==> src/rtl/peak_pkg.sv <==
// rtl/peak_pkg.sv - shared constants and types for the multi-task instruction fetch unit
package peak_pkg;
  localparam int TASK_NUM = 8;
  localparam int TASK_W   = 3;

  typedef enum logic [1:0] {
    DBG_RUN     = 2'd0,
    DBG_HALTING = 2'd1,
    DBG_HALTED  = 2'd2
  } dbg_state_e;

  typedef struct packed {
    logic              valid;
    logic [TASK_W-1:0] tid;
    logic [31:0]       pc;
    logic [31:0]       inst;
    logic              excpt;
  } fetch_bundle_t;

  typedef struct packed {
    logic              valid;
    logic [TASK_W-1:0] tid;
    logic [31:0]       pc;
  } inflight_t;

  function automatic logic [31:0] align4(input logic [31:0] addr);
    return addr & 32'hFFFF_FFFC;
  endfunction
endpackage

==> src/rtl/peak_task_pc_file.sv <==
// rtl/peak_task_pc_file.sv - per-task PC array and enable bits, prioritized START > RDR > +4 update
module peak_task_pc_file
  import peak_pkg::*;
#(
  parameter logic [31:0]         RESET_VECTOR = 32'h0000_0000,
  parameter logic [TASK_NUM-1:0] BOOT_MASK    = 8'h01
) (
  input  logic              CLK,
  input  logic              RST_N,
  input  logic [TASK_W-1:0] rd_tid,
  output logic [31:0]       rd_pc,
  output logic              rd_en,
  input  logic              start_valid,
  input  logic [TASK_W-1:0] start_tid,
  input  logic [31:0]       start_pc,
  input  logic              stop_valid,
  input  logic [TASK_W-1:0] stop_tid,
  input  logic              rdr_valid,
  input  logic [TASK_W-1:0] rdr_tid,
  input  logic [31:0]       rdr_pc,
  input  logic              inc_valid,
  input  logic [TASK_W-1:0] inc_tid
);
  logic [31:0]         pc_q [TASK_NUM];
  logic [TASK_NUM-1:0] en_q;

  always_ff @(posedge CLK) begin
    if (!RST_N) begin
      for (int i = 0; i < TASK_NUM; i++) begin
        pc_q[i] <= align4(RESET_VECTOR);
      end
      en_q <= BOOT_MASK;
    end else begin
      for (int i = 0; i < TASK_NUM; i++) begin
        if (start_valid && start_tid == TASK_W'(i)) begin
          pc_q[i] <= align4(start_pc);
        end else if (rdr_valid && rdr_tid == TASK_W'(i)) begin
          pc_q[i] <= align4(rdr_pc);
        end else if (inc_valid && inc_tid == TASK_W'(i)) begin
          pc_q[i] <= pc_q[i] + 32'd4;
        end
        // a stop in the same cycle as a start for the same task leaves it disabled
        if (stop_valid && stop_tid == TASK_W'(i)) begin
          en_q[i] <= 1'b0;
        end else if (start_valid && start_tid == TASK_W'(i)) begin
          en_q[i] <= 1'b1;
        end
      end
    end
  end

  assign rd_pc = pc_q[rd_tid];
  assign rd_en = en_q[rd_tid];
endmodule

==> src/rtl/peak_fetch.sv <==
// rtl/peak_fetch.sv - barrel-scheduled 8-task instruction fetch with redirect, start/stop and debug halt
module peak_fetch
  import peak_pkg::*;
#(
  parameter logic [31:0] RESET_VECTOR = 32'h0000_0000,
  parameter logic [7:0]  BOOT_MASK    = 8'h01
) (
  input  logic              CLK,
  input  logic              RST_N,
  output logic              I_MEM_VALID,
  output logic [31:0]       I_MEM_ADDR,
  input  logic              I_MEM_READY,
  input  logic [31:0]       I_MEM_RDATA,
  input  logic              I_MEM_EXCPT,
  input  logic              RDR_VALID,
  input  logic [TASK_W-1:0] RDR_TASK,
  input  logic [31:0]       RDR_PC,
  input  logic              START_VALID,
  input  logic [TASK_W-1:0] START_TASK,
  input  logic [31:0]       START_PC,
  input  logic              STOP_VALID,
  input  logic [TASK_W-1:0] STOP_TASK,
  input  logic              HALTREQ,
  input  logic              RESUMEREQ,
  output logic              HALT,
  output logic              RESUME,
  output logic              RUNNING,
  output logic              F_VALID,
  output logic [TASK_W-1:0] F_TASK,
  output logic [31:0]       F_PC,
  output logic [31:0]       F_INST,
  output logic              F_EXCPT
);
  logic [TASK_W-1:0] slot_q;
  logic [31:0]       slot_pc;
  logic              slot_en;
  inflight_t         inflight_q;
  fetch_bundle_t     f_q;
  dbg_state_e        state_q, state_d;
  logic              resume_q, resume_d;
  logic              kill;
  logic              rsp_take;
  logic              inc_valid;

  peak_task_pc_file #(
    .RESET_VECTOR(RESET_VECTOR),
    .BOOT_MASK   (BOOT_MASK)
  ) u_pc_file (
    .CLK        (CLK),
    .RST_N      (RST_N),
    .rd_tid     (slot_q),
    .rd_pc      (slot_pc),
    .rd_en      (slot_en),
    .start_valid(START_VALID),
    .start_tid  (START_TASK),
    .start_pc   (START_PC),
    .stop_valid (STOP_VALID),
    .stop_tid   (STOP_TASK),
    .rdr_valid  (RDR_VALID),
    .rdr_tid    (RDR_TASK),
    .rdr_pc     (RDR_PC),
    .inc_valid  (inc_valid),
    .inc_tid    (inflight_q.tid)
  );

  assign I_MEM_VALID = RST_N && slot_en && (state_q == DBG_RUN);
  assign I_MEM_ADDR  = align4(slot_pc);

  // a redirect aimed at the task whose response is arriving squashes that response
  assign kill      = RDR_VALID && (RDR_TASK == inflight_q.tid);
  assign rsp_take  = inflight_q.valid && I_MEM_READY && !kill;
  assign inc_valid = rsp_take && !I_MEM_EXCPT;

  always_ff @(posedge CLK) begin
    if (!RST_N) begin
      slot_q     <= '0;
      inflight_q <= '0;
      f_q        <= '0;
    end else begin
      slot_q           <= slot_q + TASK_W'(1);
      inflight_q.valid <= I_MEM_VALID;
      inflight_q.tid   <= slot_q;
      inflight_q.pc    <= I_MEM_ADDR;
      f_q.valid        <= rsp_take;
      if (rsp_take) begin
        f_q.tid   <= inflight_q.tid;
        f_q.pc    <= inflight_q.pc;
        f_q.inst  <= I_MEM_EXCPT ? 32'h0 : I_MEM_RDATA;
        f_q.excpt <= I_MEM_EXCPT;
      end
    end
  end

  always_ff @(posedge CLK) begin
    if (!RST_N) begin
      state_q  <= DBG_RUN;
      resume_q <= 1'b0;
    end else begin
      state_q  <= state_d;
      resume_q <= resume_d;
    end
  end

  always_comb begin
    state_d  = state_q;
    resume_d = 1'b0;
    case (state_q)
      DBG_RUN: begin
        if (HALTREQ) state_d = DBG_HALTING;
      end
      DBG_HALTING: begin
        if (!inflight_q.valid) state_d = DBG_HALTED;
      end
      DBG_HALTED: begin
        if (!HALTREQ && RESUMEREQ) begin
          state_d  = DBG_RUN;
          resume_d = 1'b1;
        end
      end
      default: state_d = DBG_RUN;
    endcase
  end

  assign HALT    = (state_q == DBG_HALTED);
  assign RUNNING = (state_q == DBG_RUN);
  assign RESUME  = resume_q;

  assign F_VALID = f_q.valid;
  assign F_TASK  = f_q.tid;
  assign F_PC    = f_q.pc;
  assign F_INST  = f_q.inst;
  assign F_EXCPT = f_q.excpt;
endmodule

==> config.mk <==
export PLATFORM = sky130hd
export DESIGN_NAME = peak_fetch
export DESIGN_NICKNAME = d
export VERILOG_FILES = /design/src/rtl/peak_pkg.sv /design/src/rtl/peak_task_pc_file.sv /design/src/rtl/peak_fetch.sv
export SDC_FILE = /design/constraint.sdc
export NUM_CORES = 1
export LEC_CHECK = 0
export CAP_MARGIN = 30
export CORE_UTILIZATION = 25
export DETAILED_ROUTE_END_ITERATION = 7
export GPL_TIMING_DRIVEN = 0
export PLACE_DENSITY = 0.4
export SYNTH_ARGS = -nofsm -noshare
export SYNTH_HDL_FRONTEND = slang
export SYNTH_SLANG_ARGS = --single-unit
==> constraint.sdc <==
create_clock -name CLK -period 7.74 [get_ports CLK]
set_input_delay 1.548 -clock CLK [delete_from_list [all_inputs] [get_ports CLK]]
set_output_delay 1.548 -clock CLK [all_outputs]
set_load 0.01 [all_outputs]
==> results of run 1 <==
## critical path, delay by kind of cell, from the launching register on
family                 cells  cell delay, ns
buffers and inverters      3            1.87
flip-flops                 1            0.34
multiplexers               2            0.89
## flip-flops by register name (all words and copies together) (netlist names)
name,flops
state_q,2
F_EXCPT,1
RESUME,1
slot_q,3
F_TASK,3
F_VALID,1
u_pc_file.pc_q,240
F_PC,30
F_INST,32
u_pc_file.en_q,8
inflight_q,34
## cell families (layout without fill, tap and decap cells)
family,count (synthesis),after routing,share of synthesized area [%]
AND/OR/NAND/NOR,772,772,18.0
adder cells (fa/ha/maj),9,9,0.490
flip-flops,355,355,41.4
multiplexers,267,267,15.2
XOR/XNOR,226,226,8.62
other,1,11,0.0163
AO/OA/AOI/OAI,408,408,11.7
buffers and inverters,257,507,4.67
## cells in the mapped netlist (5+ instances only)
master and number:
nand2_1 247, edfxtp_1 240, mux2i_1 173, clkbuf_1 139, xnor2_1 133, o22ai_1 119
a21oi_1 117, dfxtp_1 115, xor2_1 93, nand3_1 88, nor2_1 81, nand4_1 77
mux4_2 62, nor3_1 57, buf_2 44, a211oi_1 40, and2_1 40, inv_1 39
nand3b_1 35, and3_1 34, mux2_2 32, o21ai_0 27, nor4_1 26, buf_1 23
a22oi_1 21, a221oi_1 19, and4_1 19, o21a_1 13, o211a_1 12, ha_1 9
or3_1 8, nand2b_1 7, or2_2 7, a21boi_0 6, buf_4 6, or4_1 6
nor4_2 5, o221a_2 5
## layer usage
metal | up-vias | global-route usage [%]
li1 | 9055 | -
met1 | 10300 | 32.2
met2 | 1083 | 34.3
met3 | 172 | 7.27
met4 | 24 | 7.33
met5 | - | 0
## power by group
| group | internal [mW] | switching, mW | total, mW |
|---|---|---|---|
| Clock | 1.30 | 0.949 | 2.25 |
| Sequential | 2.16 | 0.168 | 2.33 |
| Combinational | 0.344 | 0.529 | 0.873 |
## layout by cell type (no fill, tap or decap), drive strengths merged, types with 8 or more instances in the layout
cell type / Yosys / final
edfxtp: 240 / 240
o21ai: 31 / 31
ha: 9 / 9
and2: 40 / 40
nor3: 60 / 60
nand4: 79 / 79
mux2: 32 / 32
a21oi: 117 / 117
a221oi: 21 / 21
nand3: 88 / 88
mux4: 62 / 62
buf: 77 / 95
a22oi: 21 / 21
o21a: 13 / 13
and4: 19 / 19
and3: 34 / 34
clkinv: 1 / 15
clkbuf: 140 / 207
o211a: 12 / 12
a211oi: 41 / 41
nand3b: 35 / 35
nor2: 81 / 81
mux2i: 173 / 173
xor2: 93 / 93
xnor2: 133 / 133
or3: 8 / 8
nand2: 247 / 247
inv: 39 / 41
clkdlybuf4s50: 0 / 145
o22ai: 119 / 119
nor4: 34 / 34
dfxtp: 115 / 115
## layout make-up
cell class                 count  area, um^2
clock inverter                19        97.6
timing repair buffer         165        1700
fill                        9471       62800
inverter                      40         150
sequential                   355        9510
tap                         1176        1470
multi-input combinational   1686       12500
buffer                       217         923
antenna                        7        17.5
clock buffer                  66        1450
## worst max-delay path by stage
stage                                    start                             endpoint  slack [ns]  cells past startpoint
after CTS                 slot_q[1]$_SDFF_PN0_                        I_MEM_ADDR[3]        2.50                      5
after detailed placement           RDR_TASK[2]  u_pc_file.pc_q[0][11]$_SDFFCE_PN0P_        2.13                      7
final                     slot_q[1]$_SDFF_PN0_                        I_MEM_ADDR[9]        2.48                      5
after global placement             RDR_TASK[2]       u_pc_file.pc_q[5][3]$_DFFE_PP_       -1.78                      5
after global routing      slot_q[1]$_SDFF_PN0_                        I_MEM_ADDR[3]        2.39                      5
after floorplan                    RDR_TASK[1]      u_pc_file.pc_q[5][10]$_DFFE_PP_        1.45                      5
==> results_dict.tcl, run 1 <==
set metrics [dict create \
    final_nets 2635 \
    finalPower_mw 5.45 \
    drive_gt1_share_pct 11.1 \
    min_path_type "reg -> reg" \
    min_period_over_period_pct 67.9 \
    synth_ff_type "edfxtp_1" \
    hold_viol 0 \
    overflow 0 \
    syn_to_final_growth_pct 20.9 \
    synthArstFlopShare_pct 0 \
    io_buffers 145 \
    track_usage_pct 23.3 \
    grt_max_degree 31 \
    min_to "F_PC[9]$_SDFFE_PN0N_" \
    stdcell_count 3731 \
    ant_nets 0 \
    r2r-start "inflight_q[33]$_SDFF_PN0_" \
    rsz0062_at_grt "false" \
    setup_viol 0 \
    finalSetupTns_ns 0 \
    grt_pass1_wl_um 154000 \
    setup.worst_path.class "reg -> out" \
    synthTopCellsByArea "edfxtp_1 31%, dfxtp_1 10%, mux2i_1 7.5%, mux4_2 6.1%, xnor2_1 5.1%" \
    clk_pin_slew_ns 0.07 \
    routed_wl_um 112000 \
    clk_path_buf_depth 3 \
    min_path_cells 2 \
    fin_ws_ns 2.48 \
    via_count 20600 \
    cts_tree "yes" \
    first_global_vias 19800 \
    cp_cell_sequence "clkbuf_1, clkbuf_1, mux4_2, mux2_2, clkdlybuf4s50_1" \
    period_minus_slack_ns 5.26 \
    skew_ns 0.0187 \
    start_kind "flop" \
    dpl-instance-area_um2 26200 \
    wl_met2_um 47100 \
    yosysWarnings 0 \
    final_area_um2 27800 \
    max_clock_freq_ghz 0.190 \
    hold_buffers 0 \
    cp_data_arrival_time_ns 3.71 \
    drt_iter0_markers 2280 \
    gp_congestion 0.947 \
    critPathMaxStageDelay_ns 0.67 \
    relSlewSlack_pct 21.7 \
    clock-sinks 355 \
    syn_area_um2 23000 \
    crit_slowest_cell "clkbuf_1" \
    synth_seq_cells 355 \
    die_area_um2 93100 \
    cts_setup_buffers 0 \
    synth_cell_types 74 \
    start_util_pct 25.4 \
    cp-end-kind "output port" \
    power_density_nw_per_um2 196 \
    crit_top_cell "clkbuf_1" \
    maxSlewViolCount 0 \
    die_w_um 305 \
    synth_top_cell_area_share_pct 31.4 \
    r2r-end "u_pc_file.pc_q[1][9]$_SDFFCE_PN0P_" \
    post-route-util_pct 30.7 \
    rr_worst_depth 6 \
    pre_cts_slack_ns 2.13 \
    wl_met1_um 49300 \
    crit_required_ns 6.19 \
    clk_latency_ns 0.61 \
    tightest_slew_ns 1.17 \
    drtPass1Iterations 6 \
    routed-wl-met3_um 11400 \
    dp_cells 3638 \
    ios 219 \
    htreeDepth 2 \
    ctsResizeCount 0 \
    drc 0 \
    yosysTopAreaCell "edfxtp_1" \
    outcome "finished, final reports clean" \
    ys_seq_area_share_pct 41.4 \
    dp_hpwl_um 87100 \
    avgSynthCellArea_um2 10.0 \
    top_layer "met5" \
    cts_buffers 47 \
    cts_root_buffer "clkbuf_16" \
    synth-edff-count 240 \
    leakage_nw 8.95 \
    cap_violations 0 \
    r2r_setup_slack_ns 3.96 \
    syn_inst 2295 \
    hp-start "inflight_q[9]$_SDFF_PN0_" \
    path_max_fanout 10 \
    peakVddDrop_mv 0.109 \
    num_rows 110 \
    avgRoutedWirePerCell_um 29.9 \
    grt_antenna_before_repair 21 \
    holdWs_ns 0.431 \
    chipHeight_um 305 \
    core_um2 90600 \
    vias_per_cell 5.52 \
]
No activity file was read; power rests on OpenSTA's default activity.
==> run 2, diff against run 1 <==
Settings changed: PLACE_DENSITY 0.4 to 0.42.
Clock period 7.74 ns to 4.5 ns, I/O delays scaled along.
==> run 2 against run 1 <==
  * Worst hold slack better by 0.0012 ns
  * Total power grew 65%
  * Critical path type unchanged
  * Non-clock buffer count increased by 1
  * Cell count down 0.32%
  * Die area unchanged
  * Critical endpoint is now I_MEM_ADDR[4]
  * Largest power group unchanged
  * Largest cell class unchanged
  * Register-to-register slack lost 3.3 ns
==> results_dict.tcl, run 2 (synthesized netlist as in run 1, its figures left out) <==
set metrics [dict create \
    outcome "finished, final reports clean" \
    top_usage_layer "met2" \
    dp_hpwl_um 85600 \
    rr_worst_depth 6 \
    r2r_setup_slack_ns 0.69 \
    die_w_um 305 \
    overflow 0 \
    num_rows 110 \
    p_int_mw 6.26 \
    cts_tree "yes" \
    gp_congestion 0.938 \
    grt_pass1_wl_um 154000 \
    grt_max_degree 31 \
    critPathMaxStageDelay_ns 0.66 \
    io_buffers 145 \
    setup_viol 0 \
    ant_nets 0 \
    setup.worst_path.class "reg -> out" \
    drtPass1Iterations 5 \
    r2r-end "u_pc_file.pc_q[1][7]$_SDFFCE_PN0P_" \
    power_frac_seq_pct 44.5 \
    use_met3_pct 6.40 \
    pwr-share-comb_pct 16.7 \
    start_util_pct 25.4 \
    routed_wl_um 111000 \
    n_fill_cell 9466 \
    period_minus_slack_ns 4.30 \
    cp-end-kind "output port" \
    path_max_fanout 10 \
    regArea_um2 9510 \
    crit_slowest_cell "clkbuf_1" \
    htreeDepth 2 \
    multi_input_area_um2 12500 \
    start_kind "flop" \
    clkPwrFrac_pct 38.8 \
    track_usage_pct 23.1 \
    leakage_nw 8.87 \
    chipHeight_um 305 \
    die_area_um2 93100 \
    dp_cells 3639 \
    grt_antenna_before_repair 20 \
    min_path_cells 2 \
    cts_root_buffer "clkbuf_16" \
    cp_data_arrival_time_ns 3.40 \
    tightest_slew_ns 1.22 \
    avgRoutedWirePerCell_um 29.8 \
    peakVddDrop_mv 0.220 \
    hold_buffers 0 \
    drive_gt1_share_pct 10.8 \
    hold_viol 0 \
    cts_buffers 44 \
    grt_use_met2_pct 33.8 \
    final_nets 2633 \
    path_delay_family "buffers and inverters" \
    cp_cell_sequence "clkbuf_2, clkbuf_1, mux4_2, mux2_2, clkdlybuf4s50_1" \
    p_switching_mw 2.75 \
    largest_reg_flops 240 \
    maxSlewViolCount 0 \
    first_global_vias 19800 \
    min_period_over_period_pct 95.6 \
    core_um2 90600 \
    hp-start "inflight_q[16]$_SDFF_PN0_" \
    min_path_type "reg -> reg" \
    power_density_nw_per_um2 326 \
    crit_required_ns 3.60 \
    clock-sinks 355 \
    relSlewSlack_pct 18.7 \
    clk_pin_slew_ns 0.06 \
    use_met1_pct 32.5 \
    path_depth 5 \
    ios 219 \
    top_register "u_pc_file.pc_q" \
    syn_to_final_growth_pct 20.2 \
    r2r-start "inflight_q[33]$_SDFF_PN0_" \
    via_count 20600 \
    min_to "F_PC[16]$_SDFFE_PN0N_" \
    clk_latency_ns 0.61 \
    max_clock_freq_ghz 0.232 \
    rsz0062_at_grt "false" \
    skew_ns 0.0258 \
    cap_violations 0 \
    sw_frac_of_total_pct 30.6 \
    vias_per_cell 5.55 \
    clk_path_buf_depth 3 \
    path_buf_inv 3 \
    layout_common_cells "245 x nand2_1, 240 x edfxtp_1, 173 x mux2i_1" \
    stdcell_count 3719 \
    drt_iter0_markers 2120 \
    layout_commonest_cell "nand2_1" \
    drc 0 \
    finalSetupTns_ns 0 \
]
==> run 2: cell types whose count changed in the layout (fill, tap and decap cells not counted), moves of 2 or more <==
cell        previous run  this run
clkbuf_4               0         2
clkbuf_1             147       153
clkinvlp_4             3         0
diode_2                7         2
inv_4                  2         0
inv_6                  0         2
clkbuf_16             55        45
clkinv_1               7         4
buf_2                 48        46
==> run 2: worst max-delay path by stage <==
| stage | start | to |
|---|---|---|
| after floorplan | RDR_TASK[1] | u_pc_file.pc_q[5][10]$_DFFE_PP_ |
| after global placement | RDR_TASK[2] | u_pc_file.pc_q[5][5]$_DFFE_PP_ |
| after detailed placement | RDR_TASK[2] | u_pc_file.pc_q[1][7]$_SDFFCE_PN0P_ |
| after CTS | slot_q[0]$_SDFF_PN0_ | I_MEM_ADDR[2] |
| after global routing | slot_q[0]$_SDFF_PN0_ | I_MEM_ADDR[2] |
| final | slot_q[1]$_SDFF_PN0_ | I_MEM_ADDR[4] |
==> run 2: power by group through the flow <==
| stage | registers (mW) | logic, mW | clock network (mW) |
|---|---|---|---|
| after floorplan | 3.95 | 0.802 | 0 |
| after global placement | 4.07 | 1.45 | 0 |
| after detailed placement | 4.07 | 1.48 | 0 |
| after CTS | 4.00 | 1.49 | 3.56 |
| after global routing | 4.03 | 1.58 | 3.67 |
| final | 4.00 | 1.51 | 3.49 |
==> run 2: final cells by class <==
cell class              instances  area share, %
flip-flops and latches        355           34.4
inverters                      40          0.544
well taps                    1176           5.33
clock buffers                  63           4.43
repair buffers                166           6.30
plain buffers                 217           3.39
clock inverters                14          0.358
multi-input cells            1686           45.2
diodes                          2         0.0181
==> run 2: stage by stage <==
stage               worst slack (ns)  power (mW)  util [%]  area, um^2  hold WS, ns
global route                   0.110        9.28      30.5       27600        0.459
floorplan                      0.119        4.75         -       23000        0.417
global placement               -2.10        5.52      28.6       25900        0.425
finish                         0.198        9.01      30.5       27600        0.432
detailed placement            -0.150        5.55      29.0       26300        0.427
CTS                           0.0814        9.05      30.5       27600        0.432
==> run 2: worst register-to-register path, stage by stage (launching register included) <==
cell	delay, ns
dfxtp_1	0.29
buf_2	0.20
xnor2_1	0.32
a41oi_2	0.28
a32oi_1	1.04
clkbuf_1	0.56
nand2_2	0.66
==> run 2: repair_timing <==
action | CTS | global route
hold endpoints to repair | 0 | 0
setup buffers | 0 | 0
gates resized for setup | 3 | 1
endpoints found under the setup margin | 20 | 1
cloned | 0 | 0
==> run 2: routing by layer <==
metal	wire length [um]	share of wire, %
met1	49400	45
met2	46500	42
met3	10600	9.6
met4	4000	3.6
met5	182	0.16
==> patch: new RTL, config.mk and constraints of run 2 <==
The package constant `TASK_NUM` goes from 8 to 32.
--- a/src/rtl/peak_pkg.sv
+++ b/src/rtl/peak_pkg.sv
@@ -1,6 +1,6 @@
 // rtl/peak_pkg.sv - shared constants and types for the multi-task instruction fetch unit
 package peak_pkg;
-  localparam int TASK_NUM = 8;
+  localparam int TASK_NUM = 32;
   localparam int TASK_W   = 3;
 
   typedef enum logic [1:0] {
Function: not settled (the Yosys comparison gave no result); the edit may change what the design does.
==> patch against run 2 <==
Synthesized area shrank 3.3%. Total power rose by 0.47%. Critical path depth stayed put. Cell area down 2.2%. Wire length shrank 7.5%. Clock skew up 2.6 ps. Worst setup slack better by 25 ps. Sequential cell count unchanged. Critical endpoint is now I_MEM_ADDR[15]. Largest cell class unchanged. Largest power group unchanged. Highest routed layer unchanged.
==> patch: results (changes against run 2) <==
[placed_design]
placed_cell_area_mm2=0.0255  ; was 0.0263 mm^2
dp_slack_ps=-301  ; was -150 ps
dpl.cell_count=3480  ; was 3639
dpl.hpwl_mm=78.7  ; was 85.6 mm
gp_congestion=0.919  ; was 0.938
port_buffers=148  ; was 145

[timing]
clock-skew-final_ps=28.4  ; was 25.8 ps
slew_headroom=0.247  ; was 0.187
hold_slack_ps=434  ; was 432 ps

[grt]
grt_pass1_vias=19000  ; was 19800
grt_first_pass_wirelength_mm=143  ; was 154 mm
antenna_found_initial=15  ; was 20
track_usage=0.221  ; was 0.231

[synth]
synth.avg_cell_area_um2=10.3  ; was 10.0 um^2
synth_common_cells=240 x edfxtp_1, 233 x o22ai_1, 195 x mux2i_1  ; was 247 x nand2_1, 240 x edfxtp_1, 173 x mux2i_1
synth.area.top_cells=edfxtp_1 32%, dfxtp_1 10%, mux2i_1 8.8%  ; was edfxtp_1 31%, dfxtp_1 10%, mux2i_1 7.5%
synth.distinct_cells=56  ; was 74
yosysSeqAreaShare=0.428  ; was 0.414

[cells_and_area]
fin_cells=3572  ; was 3719
drive_gt1_frac=0.105  ; was 0.108

[pwr]
p_leak_nw=8.33  ; was 8.87 nW
p_sw_mw=2.67  ; was 2.75 mW

[critical_path]
reg2reg_slack_ps=590  ; was 690 ps
r2r-end=u_pc_file.pc_q[0][5]  ; was u_pc_file.pc_q[1][7]
arrival_ps=3380  ; was 3400 ps

[run_status]
status=completed  ; unchanged

[clock_tree]
numCtsBuffers=45  ; was 44

[detailed_routing]
num_vias=19600  ; was 20600
detail_route.first_pass.iterations=6  ; was 5
drtIter0Drc=2032  ; was 2120

[hold_path]
holdCritStartpoint=inflight_q[24]  ; was inflight_q[16]
min_to=F_PC[24]  ; was F_PC[16]

## patch: worst max-delay path by stage
| stage | endpoint | slack [ps] | depth (start not counted) |
|---|---|---|---|
| after global placement | u_pc_file.pc_q[6][14] | -1180 | 6 |
| after floorplan | u_pc_file.pc_q[2][10] | 1020 | 8 |
| after global routing | u_pc_file.pc_q[4][4] | 150 | 8 |
| after CTS | I_MEM_ADDR[17] | 250 | 5 |
| final | I_MEM_ADDR[15] | 220 | 5 |
| after detailed placement | u_pc_file.pc_q[4][14] | -300 | 7 |
## patch: power by group through the flow
| stage | Combinational [mW] | Sequential [mW] | Clock (mW) |
|---|---|---|---|
| finish | 1.40 | 3.94 | 3.71 |
| global route | 1.47 | 3.96 | 3.88 |
| CTS | 1.39 | 3.93 | 3.76 |
| detailed placement | 1.38 | 4.00 | 0 |
| global placement | 1.35 | 4.00 | 0 |
| floorplan | 0.745 | 3.90 | 0 |
## patch: layout make-up
class,instances,area (um^2)
flip-flops and latches,355,9510
multi-input cells,1560,11700
clock inverters,15,136
fillers,9017,60400
plain buffers,206,896
inverters,33,124
well taps,1155,1450
repair buffers,172,1800
clock buffers,68,1340
diodes,8,20.0
## patch: routing by layer
metal,up-vias,track usage,wire length (um)
li1,8590,-,-
met1,9904,0.297,44000
met2,938,0.361,47800
met3,139,0.0368,7880
met4,2,0.0674,2760
met5,-,0,11
## patch: repair_timing
action | 4_1_cts | 5_1_grt
endpoints found under the setup margin | 21 | 0
gates resized for setup | 2 | 0
hold endpoints to repair | 0 | 0
## patch: worst min-delay path: stages (launching register included)
cell     delay [ps]
dfxtp_1         290
nand2_1          50
a21oi_1          50
## patch: cells by family after synthesis
group	synth area share
AO/OA/AOI/OAI	0.105
XOR/XNOR	0.0899
flip-flops	0.428
buffers and inverters	0.0458
AND/OR/NAND/NOR	0.160
other	0.000169
adder cells (fa/ha/maj)	0.00507
multiplexers	0.166
